### config.mk
export PLATFORM = sky130hd
export DESIGN_NAME = sr_flag_sequencer
export DESIGN_NICKNAME = d
export VERILOG_FILES = /design/src/rtl/sr_flag_sequencer.sv
export SDC_FILE = /design/constraint.sdc
export NUM_CORES = 1
export LEC_CHECK = 0
export ABC_AREA = 1
export CAP_MARGIN = 40
export CORE_UTILIZATION = 43
export DETAILED_ROUTE_END_ITERATION = 8
export PLACE_DENSITY = 0.84
export SETUP_SLACK_MARGIN = 0.4
export SLEW_MARGIN = 5
export SYNTH_ARGS = -nofsm -noshare
export SYNTH_HDL_FRONTEND = slang
export SYNTH_SLANG_ARGS = --single-unit
### constraint.sdc
create_clock -name clk -period 6.52 [get_ports clk]
set_input_delay 1.304 -clock clk [delete_from_list [all_inputs] [get_ports clk]]
set_output_delay 1.304 -clock clk [all_outputs]
set_load 0.03 [all_outputs]
### src/rtl/sr_flag_sequencer.sv
// Round-robin sequencer driving one SR latch at a time with a PULSE_W-cycle s/r pulse, then a 1-cycle recovery gap.
// Grant and pulse start the cycle after req is seen in IDLE; requesters hold req until gnt. Readback check: SR_VERIFY_EN.
module sr_flag_sequencer #(
    parameter  int NREQ    = 4,
    parameter  int NFLAGS  = 8,
    parameter  int PULSE_W = 2,
    localparam int IW      = (NFLAGS > 1) ? $clog2(NFLAGS) : 1
) (
    input  logic                 clk,
    input  logic                 rst_n,
    input  logic [NREQ-1:0]      req,
    input  logic [NREQ-1:0]      op,
    input  logic [NREQ*IW-1:0]   idx,
    output logic [NREQ-1:0]      gnt,
    output logic [NFLAGS-1:0]    s_out,
    output logic [NFLAGS-1:0]    r_out,
    input  logic [NFLAGS-1:0]    q_in,
    output logic                 busy,
    output logic                 done,
    output logic                 err,
    input  logic                 err_clr
);
    localparam int RW = (NREQ > 1) ? $clog2(NREQ) : 1;
    localparam int CW = (PULSE_W > 1) ? $clog2(PULSE_W) : 1;

    typedef enum logic [1:0] {IDLE, DRIVE, RECOVER, CHECK} state_t;

    state_t            r_state;
    state_t            w_next;
    logic [CW-1:0]     r_cnt;
    logic [RW-1:0]     r_win;
    logic [RW-1:0]     r_rr_ptr;
    logic              r_op;
    logic [IW-1:0]     r_idx;
    logic              r_done;
    logic              w_done_nxt;
    logic              w_found;
    logic [RW-1:0]     w_win;
    logic [RW-1:0]     w_nxt_ptr;
    logic              w_req_op;
    logic [IW-1:0]     w_req_idx;
    logic [NFLAGS-1:0] w_sel;

    // Search starts at the round-robin pointer and wraps.
    always_comb begin
        int          j;
        logic [RW-1:0] cand;
        j       = 0;
        cand    = '0;
        w_found = 1'b0;
        w_win   = '0;
        for (int k = 0; k < NREQ; k++) begin
            j    = (int'(r_rr_ptr) + k) % NREQ;
            cand = RW'(j);
            if (!w_found && req[cand]) begin
                w_found = 1'b1;
                w_win   = cand;
            end
        end
    end

    always_comb begin
        w_req_op  = 1'b0;
        w_req_idx = '0;
        for (int i = 0; i < NREQ; i++) begin
            if (w_win == RW'(i)) begin
                w_req_op  = op[i];
                w_req_idx = idx[i*IW +: IW];
            end
        end
    end

    assign w_nxt_ptr = (w_win == RW'(NREQ - 1)) ? '0 : w_win + RW'(1);
    // Out-of-range indices shift the one-hot off the top, so nothing is driven.
    assign w_sel     = NFLAGS'(1) << r_idx;

    always_ff @(posedge clk or negedge rst_n) begin
        if (!rst_n) begin
            r_state  <= IDLE;
            r_cnt    <= '0;
            r_win    <= '0;
            r_rr_ptr <= '0;
            r_op     <= 1'b0;
            r_idx    <= '0;
            r_done   <= 1'b0;
        end else begin
            r_state <= w_next;
            r_done  <= w_done_nxt;
            r_cnt   <= (r_state == DRIVE) ? r_cnt + CW'(1) : '0;
            if (r_state == IDLE && w_found) begin
                r_win    <= w_win;
                r_op     <= w_req_op;
                r_idx    <= w_req_idx;
                r_rr_ptr <= w_nxt_ptr;
            end
        end
    end

    always_comb begin
        w_next     = r_state;
        w_done_nxt = 1'b0;
        gnt        = '0;
        s_out      = '0;
        r_out      = '0;
        case (r_state)
            IDLE: begin
                if (w_found) w_next = DRIVE;
            end
            DRIVE: begin
                if (r_cnt == '0) gnt = NREQ'(1) << r_win;
                if (r_op) s_out = w_sel;
                else      r_out = w_sel;
                if (r_cnt == CW'(PULSE_W - 1)) w_next = RECOVER;
            end
            RECOVER: begin
`ifdef SR_VERIFY_EN
                w_next     = CHECK;
`else
                w_next     = IDLE;
                w_done_nxt = 1'b1;
`endif
            end
`ifdef SR_VERIFY_EN
            CHECK: begin
                w_next     = IDLE;
                w_done_nxt = 1'b1;
            end
`endif
            default: w_next = IDLE;
        endcase
    end

    assign busy = (r_state != IDLE);
    assign done = r_done;

`ifdef SR_VERIFY_EN
    logic r_err;
    logic w_mismatch;

    // An unaddressable flag can never read back, so it always counts as a mismatch.
    assign w_mismatch = (w_sel == '0) || ((|(q_in & w_sel)) != r_op);

    always_ff @(posedge clk or negedge rst_n) begin
        if (!rst_n)                              r_err <= 1'b0;
        else if (r_state == CHECK && w_mismatch) r_err <= 1'b1;
        else if (err_clr)                        r_err <= 1'b0;
    end

    assign err = r_err;
`else
    logic w_unused;
    assign w_unused = &{1'b0, q_in, err_clr};
    assign err      = 1'b0;
`endif
endmodule

**After elaboration in Yosys (flattened, before gate mapping)**

Cells that the tools add are included.

- Flip-flop bits (word level): 12
- Logic and storage cells: 72
- Output and inout port bits: 23
- Bits of input ports: 31

- Equality and inequality tests: 7
- Shift-type cells: 2
- Order comparisons: 4
- Multiplexer cells: 36
- Add/sub/neg operators: 5
- Reduce and logical (&&, ||, !) cells: 11

Operators by type and width:

| operator | number |
|---|---|
| $mux 8 | 4 |
| $mux 1 | 14 |
| $mux 2 | 7 |
| $lt 2x3->1 const B | 4 |
| $mux 3 | 4 |
| $bmux 1 s2 | 4 |
| $mux 4 | 2 |
| $shl 1x3->8 const A | 1 |
| $eq 2x2->1 const B | 3 |
| $add 2x1->2 const B | 2 |
| $add 2x2->2 const B | 2 |
| $eq 2x1->1 const B | 2 |
| $logic_and 1x1->1 | 4 |
| $logic_not 2->1 | 2 |
| $ne 2x2->1 const B | 2 |
| $pmux 2 s2 | 1 |
| $shl 1x2->4 const A | 1 |
| $logic_not 1->1 | 3 |
| $reduce_and 2->1 | 1 |
| $reduce_bool 2->1 | 1 |
| $add 1x1->1 const B | 1 |

**Logic depth before layout (Yosys ltp)**

Gate-level depths: netlist of run 1.

- Word-level depth: 17
- Depth in mapped cells: 18
- Gate-level depth less buffers: 17

**Least setup slack after synthesis of run 1**

No wires, ideal clock.

- Path type: input port to flip-flop
- Start: input req[0]
- End: register r_idx[1]
- Data required time: 6,446 ps
- Path buffers: 0
- Arrival time: 2,814 ps
- Setup slack: 3,632 ps
- Setup time: 74 ps
- Cell stages on the path: 16
- Path through: inv_1 nand2_1 nand3_1 nand2_2 nor2_4 nand3_2 nand3_1 inv_1 ha_1 inv_1 nand3_1 nand2_1 o21ai_0 o21ai_0 nand2_2 o21ai_2

- Word-level cells in the longest chain between the ends: 17
- Elaborated cells between the ends (all ways): 31
- Classes of those cells: eq/ne: 3; mux: 20; reduce/logical: 8

Ends and longest elaborated chain:

| element | RTL line | source |
|---|---|---|
| start: declaration | 11 | `input logic [NREQ-1:0] req,` |
| $bmux 1 s2 | 55 | `if (!w_found && req[cand]) begin` |
| $mux 1 (implied by the code) | 55 |  |
| $mux 1 | 55 |  |
| $logic_not 1->1 | 55 |  |
| $logic_and 1x1->1 | 55 |  |
| $mux 1 | 55 |  |
| $logic_not 1->1 | 55 |  |
| $logic_and 1x1->1 | 55 |  |
| $mux 1 | 55 |  |
| $logic_not 1->1 | 55 |  |
| $logic_and 1x1->1 | 55 |  |
| $mux 2 * | 55 |  |
| net w_win[0] | 38 | `logic [RW-1:0] w_win;` |
| $logic_not 2->1 | 66 | `if (w_win == RW'(i)) begin` |
| $mux 3 (3 in series) | 66 |  |
| $mux 3 * | 66 |  |
| end signal: assignment | 93 | `r_idx <= w_req_idx;` |
| end: declaration | 34 | `logic [IW-1:0] r_idx;` |

The timed path passes the listed nets; every way through them passes the cells marked *. The select of a mux whose other input is x is not followed.
A chain may end at the register's enable or synchronous reset.

**Final worst setup path of run 1**

- Start: register r_state[1]
- End: output gnt[2]

- Word-level cells in the longest chain between the ends: 2

Ends and longest elaborated chain:

| element | RTL line | source |
|---|---|---|
| start: declaration | 28 | `state_t r_state;` |
| start signal: assignment | 87 | `r_state <= w_next;` |
| $eq 2x1->1 | 105 | `case (r_state)` |
| $mux 4 | 105 |  |
| end: declaration | 14 | `output logic [NREQ-1:0] gnt,` |

No other way between the ends.

==> out/qor.txt, run 1 <==
I/O pins: 54
fin cells: 244
die area: 2776 um^2
final critical-path share of the clock period: 0.5209
core footprint: 2455 um^2
maximum vdd drop: 0.3153 mV
Min-Delay Endpoint: r_cnt
Worst-Skew Late Latency: 280 ps
# DRC: 0
Setup Skew: 2.171 ps
Clk Tree Root Cell: clkbuf_4
first-pass GRT wire length: 4.202 mm
PostCTS Resize Cnt: 0
fraction of layout cells with a size suffix above 1: 0.1308
Required @ worst endpoint: 5220 ps
CTS tree: done
Non-Filler Cell Area, Final: 1579 um^2
grt met1 use: 0.2540
DIE HEIGHT: 52.69 um
commonest non-fill, non-tap cell in the layout: clkdlybuf4s50_1
GPL Wtd Cong: 0.9090
Clock Path Buffers: 2
First DRT Iteration DRCs: 14
#FFs+latches synth: 12
met2 Use GR: 0.3502
Pins Over Slew Limit: 0
CP arrival: 2090 ps
Mapped Cells: 170
Post-CTS Setup Repair Bufs: 0
distinct cell type count after synthesis: 23
drt via density: 4.803
hold path startpoint: r_cnt
GRT Max-Usage Layer: met2
Critical Path Start Type: flop
PwrDens: 568.9 nW/um^2
Slew @ Worst Pin: 512.0 ps
number of global-route vias before repair: 1045
Rows: 18
reg2reg path depth: 17
internal reg-to-reg setup slack: 4070 ps
largest net degree at the start of global routing: 14
Synth Area in Compound Gates: 0.1155
fin crit period: 3396 ps
DP Wirelength: 2.006 mm
Post-Synth Simple-Gate Area: 0.4417
critical path class: reg -> out
GRT Residual Overflow: 0
max cap viols: 0
CP endpoint kind: primary output
initial antenna violation count: 0
most frequent cells in the layout: 43 x clkdlybuf4s50_1, 40 x nand2_1, 23 x inv_1
H-tree Lvls: 1
synth warn: 0
max_slew headroom: 0.6576
RSZ-0062 raised after global routing: false
Cell Area, Synth: 1105 um^2
XOR/XNOR Fraction of Synth Area: 0
final core utilization: 0.6432
post-synthesis sequential area ratio: 0.2718
Wirelength per Cell: 9.980 um
Post-CTS Hold Fix Bufs: 0
Total GRT Usage: 0.2047
post-synthesis adder-cell area fraction: 0.04530
HP Class: reg -> reg
Mean Syn Cell Area: 6.499 um^2
multiplexer share of the synthesized area: 0
Mapped Nets: 205
Layout Nets: 250
worst hold slack: 445.5 ps
Area Overhead vs Synth: 42.92%
FF-to-FF Start: r_rr_ptr[0]
Antenna diodes: 0
setup TNS: 0 ps
fmax: 294.5 MHz
vias after detailed routing: 1172
Final ANT Viol Nets: 0
Pre-antenna DRT Iters: 4
CTS clock-pin slew for the worst setup and hold paths: 70 ps
TritonCTS Buffers: 3
clk sinks: 12
WL final: 2.435 mm
largest family of logic cells by synthesized area: simple AND/OR/NAND/NOR gates
Placed Cells: 240
Leak: 0.7413 nW
met3 Track Usage GR: 0.02899
status: finished clean
Hold Crit Depth: 1
Area after DPL: 1543 um^2
r2r endpoint: r_idx[1]
I/O Buffers: 43
Worst Path Max Fanout: 5
Starting Density: 0.4501
Horiz. Die Dim: 52.69 um
Setup-failing EPs final: 0
final hold viol count: 0
[critical path: stages, from the launching register on]
cell,delay [ps]
dfrtp_1,400
nor2_1,200
inv_1,80
nor2_1,130
inv_1,110
nor3_1,180
clkdlybuf4s50_1,710
[stage by stage]
step                total power, mW  setup slack, ps
global route                  1.006             2908
CTS                          0.9076             3056
floorplan                    0.7025             3632
detailed placement           0.8423             2927
finish                       0.8984             3124
global placement             0.8311             2954
[state kept, by name, summed over array words and instances, names as in the netlist]
signal and cells:
done 1, r_state 2, r_idx 3, r_op 1, r_win 2, r_cnt 1
r_rr_ptr 2
[report_power, final]
part / internal (mW) / total (mW) / switching (mW)
clock: 0.0340 / 0.0591 / 0.0251
sequential: 0.111 / 0.150 / 0.0385
combinational: 0.254 / 0.689 / 0.436
total: 0.399 / 0.898 / 0.499
[layer usage]
layer	up-vias	routed length, um
met5	-	0
met4	0	40
met3	5	77
met2	30	1196
met1	516	1121
li1	621	-
[Yosys cell counts, drive strengths merged]
library cell | number | area share
a21oi | 4 | 0.018
and2 | 1 | 0.0057
buf | 3 | 0.027
conb | 1 | 0.0034
dfrtp | 12 | 0.27
ha | 4 | 0.045
inv | 26 | 0.095
nand2 | 52 | 0.22
nand3 | 23 | 0.11
nand4 | 1 | 0.0057
nor2 | 22 | 0.082
nor3 | 4 | 0.018
o21ai | 17 | 0.097
[worst max path at each step]
stage / startpoint / endpoint / slack [ps]
after floorplan: req[0] / r_idx[1] / 3630
final: r_state[1] / gnt[2] / 3120
after detailed placement: req[1] / r_op / 2930
after global placement: req[1] / r_idx[1] / 2950
after CTS: r_state[1] / gnt[2] / 3060
after global routing: r_state[0] / gnt[2] / 2910
[cells by family after synthesis]
logic type	after synthesis
buffers and inverters	29
flip-flops	12
AND/OR/NAND/NOR	103
AO/OA/AOI/OAI	21
other	1
adder cells (fa/ha/maj)	4
[final cells by class]
class | count | area (um^2)
fillers | 236 | 875.8
multi-input cells | 129 | 669.4
repair buffers | 43 | 430.4
flip-flops and latches | 12 | 300.3
inverters | 26 | 105.1
well taps | 30 | 37.54
clock buffers | 4 | 36.28
No activity file was read; power rests on OpenSTA's default activity.
==> run 2: changes to the inputs <==
CORE_UTILIZATION = 40   (was 43)
PLACE_DENSITY = 0.79   (was 0.84)
clock period = 3.2 ns   (was 6.52 ns; I/O delays follow)
==> run 2 against run 1 <==
  * Global-route usage shrank 1.8 points
  * First-iteration DRC count grew 14%
  * Cell count is the same
  * Worst hold slack lost 6.8 ps
  * Largest power group unchanged
  * Clock power grew 100%
  * Non-clock buffer count is the same
==> out/qor.txt, run 2 (synthesized netlist as in run 1, its figures left out) <==
TritonCTS Buffers: 3
core footprint: 2545 um^2
setup TNS: 0 ps
max_slew headroom: 0.6385
register area: 300.3 um^2
Slew @ Worst Pin: 540.5 ps
initial antenna violation count: 0
fin crit period: 2676 ps
PwrDens: 1183 nW/um^2
area of the multi-input gates: 679.4 um^2
number of global-route vias before repair: 1067
GRT Residual Overflow: 0
Area Overhead vs Synth: 44.51%
vias after detailed routing: 1226
Largest register FFs: 3
fmax: 373.7 MHz
Wirelength per Cell: 11.08 um
Pre-antenna DRT Iters: 4
Pins Over Slew Limit: 0
CP arrival: 2040 ps
maximum vdd drop: 0.6868 mV
final critical-path share of the clock period: 0.8362
Rows: 18
GPL Wtd Cong: 0.8011
Clk Tree Root Cell: clkbuf_4
Fill cells: 263
CTS clock-pin slew for the worst setup and hold paths: 80 ps
largest net degree at the start of global routing: 14
Post-CTS Setup Repair Bufs: 0
WL final: 2.703 mm
CP endpoint kind: primary output
max cap viols: 0
first-pass GRT wire length: 4.119 mm
Setup Skew: 1.812 ps
Total GRT Usage: 0.1869
# DRC: 0
final core utilization: 0.6273
Leak: 0.7993 nW
PostCTS Resize Cnt: 0
Final ANT Viol Nets: 0
RSZ-0062 raised after global routing: false
First DRT Iteration DRCs: 16
most flop-heavy register: r_idx
Worst Path Max Fanout: 5
DIE HEIGHT: 54.56 um
CTS tree: done
I/O pins: 54
DP Wirelength: 2.103 mm
Critical Path Start Type: flop
Starting Density: 0.4341
Layout Nets: 250
Antenna diodes: 0
final hold viol count: 0
critical path class: reg -> out
Setup-failing EPs final: 0
status: finished clean
H-tree Lvls: 1
HP Class: reg -> reg
I/O Buffers: 43
drt via density: 5.025
fraction of layout cells with a size suffix above 1: 0.1402
Clock Path Buffers: 2
Post-CTS Hold Fix Bufs: 0
Required @ worst endpoint: 2560 ps
Worst-Skew Late Latency: 270 ps
die area: 2976 um^2
Horiz. Die Dim: 54.56 um
clk sinks: 12
most frequent cells in the layout: 40 x nand2_1, 40 x clkdlybuf4s50_1, 23 x inv_1
-- run 2: changes by cell type in the layout (fill, tap and decap cells not counted), sizes merged --
cell and change:
clkdlybuf4s50 -3, dlymetal6s2s +3
-- run 2: worst paths after layout --
path	cells after the start	slack, ps	endpoint	from
min reg2reg	1	440	r_cnt	r_cnt
min in group asynchronous	1	720	r_state[1]	rst_n
max reg2reg	15	730	r_idx[0]	r_rr_ptr[0]
min	1	440	r_cnt	r_cnt
max in group asynchronous	1	2130	r_rr_ptr[0]	rst_n
max	6	520	gnt[3]	r_state[1]
-- run 2: final cells by class --
cell class / count / share of cell area
Clock buffer: 4 / 0.02273
Sequential cell: 12 / 0.1881
Multi-Input combinational cell: 129 / 0.4255
Inverter: 26 / 0.06583
Timing Repair Buffer: 43 / 0.2743
Tap cell: 30 / 0.02351
-- run 2: where the power goes --
group	total [mW]	switching, mW	internal [mW]	leakage (nW)
Sequential	0.308	0.0811	0.227	0.150
Clock	0.119	0.0503	0.0691	0.0210
Combinational	1.46	0.932	0.528	0.628
Total	1.89	1.06	0.824	0.799
-- run 2: stage by stage --
step	power, mW	instances	setup slack [ps]	instance area [um^2]	hold WS [ps]
after CTS	1.866	244	474.1	1579	440.7
after global placement	1.687	240	311.0	1543	425.2
after floorplan	1.431	170	976.3	1105	344.4
final	1.888	244	524.2	1597	438.7
after detailed placement	1.737	240	245.5	1543	429.9
after global routing	2.066	244	412.0	1597	455.0
-- run 2: metal layers --
layer	vias up	GRT usage	routed length [um]
li1	623	-	-
met3	4	0.01667	113
met5	-	0	0
met4	0	0.06410	25
met1	559	0.2088	1162
met2	40	0.3618	1401
-- run 2: worst max-delay path, cell delays in order, from the launching register on --
cell,delay [ps]
dfrtp_1,400
nor2_1,200
inv_1,90
nor2_1,130
inv_1,100
nor3_1,140
clkdlybuf4s50_1,690
